$ cat config.mk
export PLATFORM = sky130hd
export DESIGN_NAME = mc_ctl
export DESIGN_NICKNAME = d
export VERILOG_FILES = /design/src/rtl/mc_ctl.sv
export SDC_FILE = /design/constraint.sdc
export NUM_CORES = 1
export LEC_CHECK = 0
export CAP_MARGIN = 25
export CORE_MARGIN = 5
export CORE_UTILIZATION = 40
export DETAILED_ROUTE_END_ITERATION = 8
export GPL_ROUTABILITY_DRIVEN = 0
export PLACE_DENSITY = 0.79
export REMOVE_ABC_BUFFERS = 1
export SYNTH_ARGS = -nofsm -noshare
export SYNTH_HDL_FRONTEND = slang
export SYNTH_SLANG_ARGS = --single-unit
$ cat constraint.sdc
create_clock -name clk -period 2 [get_ports clk]
set_clock_uncertainty 0.2 [all_clocks]
set_input_delay 0.4 -clock clk [delete_from_list [all_inputs] [get_ports clk]]
set_output_delay 0.4 -clock clk [all_outputs]
set_load 0.02 [all_outputs]
$ cat src/rtl/mc_ctl.sv
// Multi-cycle MIPS main control FSM: decodes the opcode in DECODE and sequences the
// datapath one step per state, stalling on mem_ready in FETCH, MEM_READ and MEM_WRITE.
module mc_ctl #(
  parameter logic [5:0] OP_R   = 6'd0,
  parameter logic [5:0] OP_LW  = 6'd35,
  parameter logic [5:0] OP_SW  = 6'd43,
  parameter logic [5:0] OP_BEQ = 6'd4,
  parameter logic [5:0] OP_J   = 6'd2,
  parameter logic [5:0] OP_ORI = 6'd13
) (
  input  logic       clk,
  input  logic       rst_n,
  input  logic [5:0] Op,
  input  logic       mem_ready,
  output logic       PCWrite,
  output logic       PCWriteCond,
  output logic       IorD,
  output logic       MemRead,
  output logic       MemWrite,
  output logic       IRWrite,
  output logic       MemtoReg,
  output logic       RegDst,
  output logic       RegWrite,
  output logic       ALUSrcA,
  output logic [1:0] ALUSrcB,
  output logic       ZeroExt,
  output logic [1:0] ALUOp,
  output logic [1:0] PCSource,
  output logic       instr_done,
  output logic       illegal,
  output logic [3:0] state
);

  typedef enum logic [3:0] {
    StIdle     = 4'd0,
    StFetch    = 4'd1,
    StDecode   = 4'd2,
    StMemAddr  = 4'd3,
    StMemRead  = 4'd4,
    StMemWb    = 4'd5,
    StMemWrite = 4'd6,
    StRExec    = 4'd7,
    StRWb      = 4'd8,
    StBeq      = 4'd9,
    StJump     = 4'd10,
    StOriExec  = 4'd11,
    StOriWb    = 4'd12
  } state_e;

  state_e state_q, state_d;
  logic   is_lw_q, is_lw_d;
  logic   op_illegal;

  always_ff @(posedge clk) begin
    if (!rst_n) begin
      state_q <= StIdle;
      is_lw_q <= 1'b0;
    end else begin
      state_q <= state_d;
      is_lw_q <= is_lw_d;
    end
  end

  always_comb begin
    state_d    = state_q;
    is_lw_d    = is_lw_q;
    op_illegal = 1'b0;
    case (state_q)
      StIdle:  state_d = StFetch;
      StFetch: if (mem_ready) state_d = StDecode;
      StDecode: begin
        // Load/store class is captured here so MEM_ADDR never looks at Op again.
        is_lw_d = (Op == OP_LW);
        if (Op == OP_LW || Op == OP_SW) begin
          state_d = StMemAddr;
        end else if (Op == OP_R) begin
          state_d = StRExec;
        end else if (Op == OP_BEQ) begin
          state_d = StBeq;
        end else if (Op == OP_J) begin
          state_d = StJump;
        end else if (Op == OP_ORI) begin
          state_d = StOriExec;
        end else begin
          state_d    = StFetch;
          op_illegal = 1'b1;
        end
      end
      StMemAddr:  state_d = is_lw_q ? StMemRead : StMemWrite;
      StMemRead:  if (mem_ready) state_d = StMemWb;
      StMemWb:    state_d = StFetch;
      StMemWrite: if (mem_ready) state_d = StFetch;
      StRExec:    state_d = StRWb;
      StRWb:      state_d = StFetch;
      StBeq:      state_d = StFetch;
      StJump:     state_d = StFetch;
      StOriExec:  state_d = StOriWb;
      StOriWb:    state_d = StFetch;
      default:    state_d = StIdle;
    endcase
  end

  always_comb begin
    PCWrite     = 1'b0;
    PCWriteCond = 1'b0;
    IorD        = 1'b0;
    MemRead     = 1'b0;
    MemWrite    = 1'b0;
    IRWrite     = 1'b0;
    MemtoReg    = 1'b0;
    RegDst      = 1'b0;
    RegWrite    = 1'b0;
    ALUSrcA     = 1'b0;
    ALUSrcB     = 2'b00;
    ZeroExt     = 1'b0;
    ALUOp       = 2'b00;
    PCSource    = 2'b00;
    instr_done  = 1'b0;
    illegal     = 1'b0;
    case (state_q)
      StFetch: begin
        MemRead = 1'b1;
        ALUSrcB = 2'b01;
        IRWrite = mem_ready;
        PCWrite = mem_ready;
      end
      StDecode: begin
        ALUSrcB    = 2'b11;
        illegal    = op_illegal;
        instr_done = op_illegal;
      end
      StMemAddr: begin
        ALUSrcA = 1'b1;
        ALUSrcB = 2'b10;
      end
      StMemRead: begin
        MemRead = 1'b1;
        IorD    = 1'b1;
      end
      StMemWb: begin
        RegWrite   = 1'b1;
        MemtoReg   = 1'b1;
        instr_done = 1'b1;
      end
      StMemWrite: begin
        MemWrite   = 1'b1;
        IorD       = 1'b1;
        instr_done = mem_ready;
      end
      StRExec: begin
        ALUSrcA = 1'b1;
        ALUOp   = 2'b10;
      end
      StRWb: begin
        RegWrite   = 1'b1;
        RegDst     = 1'b1;
        instr_done = 1'b1;
      end
      StBeq: begin
        ALUSrcA     = 1'b1;
        ALUOp       = 2'b01;
        PCWriteCond = 1'b1;
        PCSource    = 2'b01;
        instr_done  = 1'b1;
      end
      StJump: begin
        PCWrite    = 1'b1;
        PCSource   = 2'b10;
        instr_done = 1'b1;
      end
      StOriExec: begin
        ALUSrcA = 1'b1;
        ALUSrcB = 2'b10;
        ZeroExt = 1'b1;
        ALUOp   = 2'b11;
      end
      StOriWb: begin
        RegWrite   = 1'b1;
        instr_done = 1'b1;
      end
      default: ;
    endcase
  end

  assign state = state_q;

endmodule

==> results of run 1 <==
area by class of cell:
cell class	instances	share of cell area (%)
Multi-Input combinational cell	86	45.8
Timing Repair Buffer	70	41.6
Sequential cell	5	8.31
Clock buffer	4	1.98
Tap cell	16	1.51
Inverter	2	0.755
state kept, by name, indices dropped and copies added (netlist names):
signal and cells:
is_lw_q 1, state 4
layout by cell type, fill, tap and decap left out, types with 2 or more instances in the layout:
master / n
clkbuf_2: 4
dfxtp_4: 2
nor4b_4: 2
o21a_1: 2
and3_1: 2
clkbuf_4: 3
nand2b_1: 2
nand2_1: 10
dfxtp_2: 2
nand3_1: 2
a31oi_1: 2
nor2_2: 3
a21oi_1: 7
clkdlybuf4s15_2: 2
buf_2: 9
nor3_1: 7
buf_4: 38
dlygate4sd2_1: 7
o21ai_1: 5
nor2b_1: 3
nor2_1: 10
buf_6: 7
logic make-up after synthesis:
kind of cell    after synthesis  synth area share [%]
compound gates               26                  26.0
xor+xnor                      3                  3.93
flops                         5                  15.0
simple gates                 57                  47.5
buf+inv                       9                  7.66
per-stage QoR:
stage	cells	cell area (sq um)	utilization (%)
4_1_cts	180	1270	82.5
5_1_grt	183	1330	86.0
3_5_place_dp	174	1210	78.6
6_report	183	1330	86.0
2_1_floorplan	93	626	-
3_3_place_gp	174	1210	78.6
power by group through the flow:
stage	combinational (uW)	clock (uW)	sequential, uW
floorplan	110	0	142
global placement	286	0	119
detailed placement	294	0	120
CTS	286	121	118
global route	349	143	121
finish	328	136	120
worst paths after layout:
check | from | end | depth (start not counted)
hold / removal | Op[3] | is_lw_q | 4
setup / recovery | Op[3] | instr_done | 6
hold reg to reg | is_lw_q | is_lw_q | 2
setup reg to reg | state[3] | state[2] | 5
worst max-delay path, stage by stage:
cell,delay [ns]
buf_12,0.11
nor4_4,0.30
o21ai_1,0.10
and4_1,0.22
or2_1,0.23
buf_6,0.14
synthesized netlist by cell type:
| cell type | count |
|---|---|
| nand3b_1 | 1 |
| and3_1 | 3 |
| inv_2 | 1 |
| nand4_1 | 1 |
| dfxtp_1 | 5 |
| buf_4 | 1 |
| and4_1 | 1 |
| a31oi_1 | 2 |
| nor4b_4 | 1 |
| buf_6 | 1 |
| nand2_1 | 11 |
| o31ai_1 | 1 |
| nand2b_1 | 3 |
| o211ai_1 | 1 |
| xnor2_1 | 2 |
| a21oi_1 | 8 |
| nand3_1 | 3 |
| o21ai_0 | 3 |
| nor2b_1 | 5 |
| a221oi_2 | 1 |
| nor2_1 | 14 |
| xor2_1 | 1 |
| nor4_1 | 1 |
| inv_1 | 1 |
| nor3_2 | 1 |
| nor4b_2 | 1 |
| and2_1 | 1 |
| buf_2 | 5 |
| a21boi_1 | 1 |
| o31a_1 | 1 |
| a32o_1 | 1 |
| nand4b_1 | 1 |
| o21a_1 | 2 |
| nor3_1 | 7 |
| a22oi_1 | 1 |
| o21ai_1 | 3 |
| or2_1 | 2 |
| a211oi_2 | 1 |
per-layer routing:
metal / part of all wire [%] / wire length, um / GRT usage [%] / up-vias
met1: 34 / 1160 / 18.2 / 511
met4: 6.2 / 208 / 18.7 / 0
li1: - / - / - / 496
met2: 50 / 1690 / 43.2 / 82
met5: 0 / 0 / 0 / -
met3: 9.8 / 331 / 5.81 / 23
what timing repair did:
action	CTS	global route
pin swaps	5	11
buffers inserted	2	3
endpoints found under the setup margin	23	17
gates resized for setup	95	52
==> impl_metrics.py, run 1 <==
metrics = {
    "setup_path": {
        "timing_worst_setup_path_type": "in2out",
        "cp_max_fo": 5,
        "startpoint_type": "input pin",
        "end_kind": "output pin",
        "cp.required_ns": 1.40,
        "crit_arrival_ns": 1.51,
        "reg2reg_slack_ns": 0.27,
    },
    "layout": {
        "area_growth_pct": 97.9,
        "nFillCells": 89,
        "drive_gt1_share_pct": 52.7,
        "multi_input_area_sq_um": 607,
        "nets": 177,
        "seq_area_sq_um": 110,
        "antenna_cells": 0,
    },
    "clock_network": {
        "clk_latency_ns": 0.26,
        "cts_sinks": 5,
        "postCtsHoldBufs": 0,
        "htree_levels": 1,
        "clockBufferDepth": 2,
        "path_clk_slew_ns": 0.06,
        "numCtsBuffers": 3,
        "cts_tree": "done",
        "root_buffer": "clkbuf_4",
    },
    "synthesis": {
        "yosysSeqAreaShare_pct": 15.0,
        "yosys_warnings": 0,
        "synth_top_area_share_pct": 15.0,
        "synthTopCellsByArea": "dfxtp_1 15%, nor2_1 7.9%, nand2_1 6.2%, a21oi_1 6.0%, nor3_1 5.2%",
        "syn_area_sq_um": 669,
        "ys_ff_latch": 5,
        "synth.avg_cell_area_sq_um": 6.69,
        "yosysTopAreaCell": "dfxtp_1",
        "syn-instance-count": 100,
        "synth.distinct_cells": 38,
    },
    "placed_design": {
        "pre_cts_slack_ns": -0.978,
        "dpl.hpwl_um": 2010,
        "portBuffers": 31,
    },
    "floorplanning": {
        "pin_count": 32,
        "coreArea_sq_um": 1540,
        "die_h_um": 50.9,
        "initial_core_util_pct": 43.4,
        "fp.dieW_um": 50.9,
        "die_area_sq_um": 2590,
        "rows": 14,
    },
    "power_and_ir_drop": {
        "intPower_uw": 336,
        "leakage_uw": 0.000606,
        "total_power_uw": 584,
        "power_frac_seq_pct": 20.5,
        "p_sw_uw": 248,
        "p_per_area_nw_per_um2": 441,
        "combPwrFrac_pct": 56.3,
        "switching_share_pct": 42.5,
        "irDropWorstVdd_v": 0.000412,
        "p_clk_share_pct": 23.2,
    },
    "sta": {
        "relSlewSlack_pct": 77.7,
        "finalSetupViolCount": 4,
        "tightest_slew_ns": 0.331,
        "hold_violations": 0,
        "rsz0062_at_grt": "true",
        "timing.final.ws_setup_ns": -0.110,
        "fin_tns_setup_ns": -0.161,
        "whs_ns": 0.289,
        "finalCritPeriodShare_pct": 106,
        "slew_violations": 0,
        "clock.fmax_mhz": 474,
        "period_needed_ns": 2.11,
    },
    "drt": {
        "post_drt_via_cell_ratio": 6.08,
        "drt_iter0_drc": 49,
        "drc": 0,
        "wl_per_cell_um": 18.5,
        "vias": 1112,
        "ant_nets": 0,
        "firstDrtPassIters": 5,
        "wirelength_um": 3380,
    },
    "grt": {
        "antenna_found_initial": 0,
        "first_global_vias": 1071,
        "track_usage_pct": 22.4,
        "grt_max_degree": 16,
        "grt_pass1_wl_um": 4460,
        "overflow": 0,
    },
    "job": {
        "maxCapViolations": 0,
    },
    "hold_path": {
        "hp-class": "in2reg",
    },
    "status": {
        "violations": "setup timing",
        "outcome": "finished, violations left",
    },
}
Note: power is estimated with default switching activity, not from simulation.
==> run 2, diff against run 1 <==
--- a/config.mk
+++ b/config.mk
@@ -7,10 +7,10 @@
 export LEC_CHECK = 0
 export CAP_MARGIN = 25
 export CORE_MARGIN = 5
-export CORE_UTILIZATION = 40
+export CORE_UTILIZATION = 43
 export DETAILED_ROUTE_END_ITERATION = 8
 export GPL_ROUTABILITY_DRIVEN = 0
-export PLACE_DENSITY = 0.79
+export PLACE_DENSITY = 0.84
 export REMOVE_ABC_BUFFERS = 1
 export SYNTH_ARGS = -nofsm -noshare
 export SYNTH_HDL_FRONTEND = slang
==> constraint.sdc (replaced) <==
create_clock -name clk -period 2.5 [get_ports clk]
set_clock_uncertainty 0.2 [all_clocks]
set_input_delay 0.5 -clock clk [delete_from_list [all_inputs] [get_ports clk]]
set_output_delay 0.5 -clock clk [all_outputs]
set_load 0.02 [all_outputs]
==> run 2 against run 1 <==
Sequential cell count unchanged. The run now ends clean. Utilization down 5.7 points. Clock-buffer cell count unchanged. Clock power fell by 30%. Non-clock buffer count down 13. Die area decreased by 5.6%.
==> impl_metrics.py, run 2 (synthesized netlist as in run 1, its figures left out) <==
metrics = {
    "sta": {
        "clock.fmax_mhz": 409,
        "relSlewSlack_pct": 78.8,
        "finalCritPeriodShare_pct": 97.9,
        "hold_violations": 0,
        "period_needed_ns": 2.45,
        "timing.final.ws_setup_ns": 0.0530,
        "slew_violations": 0,
        "tightest_slew_ns": 0.315,
        "finalSetupViolCount": 0,
    },
    "power_and_ir_drop": {
        "power_frac_seq_pct": 23.8,
        "combPwrFrac_pct": 53.1,
        "irDropWorstVdd_v": 0.000367,
        "p_clk_share_pct": 23.1,
        "leakage_uw": 0.000586,
        "switching_share_pct": 39.0,
        "intPower_uw": 253,
        "p_per_area_nw_per_um2": 347,
        "p_sw_uw": 162,
    },
    "layout": {
        "nets": 164,
        "final_cells": 170,
        "final_common_cell": "buf_4",
        "antenna_cells": 0,
        "largest_reg_flops": 4,
        "drive_gt1_share_pct": 28.6,
        "area_growth_pct": 78.5,
        "mostFrequentLayoutCells": "26 x buf_4, 14 x nor2_1, 13 x clkdlybuf4s50_1, 11 x nand2_1",
    },
    "setup_path": {
        "reg2reg_slack_ns": 0.88,
        "crit_chain": "dlygate4sd2_1 > nor3_2 > nand3_1 > and4_1 > or2_1 > buf_2",
        "worstRegToRegCells": 5,
        "cp.required_ns": 1.80,
        "crit_arrival_ns": 1.75,
        "timing_worst_setup_path_type": "in2out",
        "end_kind": "output pin",
        "cp_max_fo": 4,
        "startpoint_type": "input pin",
        "r2r-end": "state[2]",
        "cp_slowest_stage_delay_ns": 0.29,
        "slowest_stage": "dlygate4sd2_1",
        "reg2reg_from": "state[2]",
    },
    "floorplanning": {
        "coreArea_sq_um": 1490,
        "die_area_sq_um": 2450,
        "pin_count": 32,
        "fp.dieW_um": 49.5,
        "initial_core_util_pct": 45.0,
        "die_h_um": 49.5,
        "rows": 14,
    },
    "hold_path": {
        "worstHoldPathCells": 2,
        "hold_path.startpoint": "is_lw_q",
        "min_to": "is_lw_q",
        "hp-class": "reg2reg",
    },
    "grt": {
        "gr-usage-met1_pct": 17.8,
        "grt_pass1_wl_um": 3780,
        "antenna_found_initial": 0,
        "gr-usage-met2_pct": 36.5,
        "overflow": 0,
        "top_usage_layer": "met2",
        "gr-usage-met3_pct": 4.52,
        "first_global_vias": 892,
        "grt_max_degree": 11,
        "track_usage_pct": 19.1,
    },
    "drt": {
        "wl_per_cell_um": 13.9,
        "post_drt_via_cell_ratio": 5.56,
        "ant_nets": 0,
        "drc": 0,
        "wirelength_um": 2360,
        "vias": 946,
        "firstDrtPassIters": 4,
        "drt_iter0_drc": 16,
    },
    "clock_network": {
        "htree_levels": 1,
        "path_clk_slew_ns": 0.04,
        "clockBufferDepth": 2,
        "root_buffer": "clkbuf_4",
        "numCtsBuffers": 3,
        "clk_latency_ns": 0.25,
        "cts_tree": "done",
        "cts_sinks": 5,
        "postCtsHoldBufs": 0,
    },
    "status": {
        "outcome": "finished, final reports clean",
    },
    "placed_design": {
        "pre_cts_slack_ns": -0.578,
        "dp.cells": 164,
        "portBuffers": 31,
        "dpl.hpwl_um": 1870,
    },
    "job": {
        "maxCapViolations": 0,
    },
}
## run 2: changes by cell type in the layout (fill, tap and decap cells not counted), moves of 4 or more
cell and delta:
buf_4 -12, clkdlybuf4s50_1 +12, buf_2 -8, buf_6 -7, dlymetal6s2s_1 +6, nor2_1 +4
## run 2: power by group through the flow
stage	Sequential [uW]	Clock, uW	Combinational [uW]
after global placement	96.9	0	219
after floorplan	114	0	88.4
after global routing	99.9	109	239
final	98.8	95.8	221
after CTS	97.8	97.6	220
after detailed placement	97.6	0	224
## run 2: area by class of cell
| type | instances | area [sq um] |
|---|---|---|
| clock buffers | 4 | 26.3 |
| fillers | 108 | 294 |
| inverters | 2 | 7.51 |
| multi-input cells | 86 | 541 |
| flip-flops and latches | 5 | 105 |
| well taps | 16 | 20.0 |
| repair buffers | 57 | 495 |
## run 2: worst max-delay path: cells and delay by family
kind	cells	cell delay [ns]
buffers and inverters	2	0.45
AND/OR/NAND/NOR	4	0.80
## run 2: metrics by stage
step	TNS (ns)	total power (uW)	hold WS [ns]	instance area, sq um	util (%)
2_1_floorplan	0	202	0.245	626	-
3_3_place_gp	-1.16	316	0.262	1140	76.3
3_5_place_dp	-1.25	322	0.281	1140	76.3
4_1_cts	-0.0529	415	0.285	1170	78.7
5_1_grt	-0.0159	447	0.299	1190	80.3
6_report	0	415	0.281	1190	80.3
## run 2: what timing repair did
| item | in CTS | in global routing |
|---|---|---|
| endpoints found under the hold margin | 0 | 0 |
| endpoints found under the setup margin | 13 | 8 |
| gates resized for setup | 20 | 14 |
| pin swaps | 2 | 2 |
| buffers inserted | 1 | 1 |
## run 2: worst max-delay path by stage
stage	startpoint	endpoint	slack (ns)
finish	Op[2]	instr_done	0.05
global route	state[0]	PCSource[1]	-0.02
CTS	Op[0]	instr_done	-0.05
detailed placement	Op[3]	instr_done	-0.58
global placement	Op[3]	instr_done	-0.53
floorplan	state[1]	instr_done	0.09
## run 2: per-layer routing
metal,wire [um],up-vias
met4,82,0
met1,882,413
met2,1190,47
met3,201,13
met5,0,-
li1,-,473
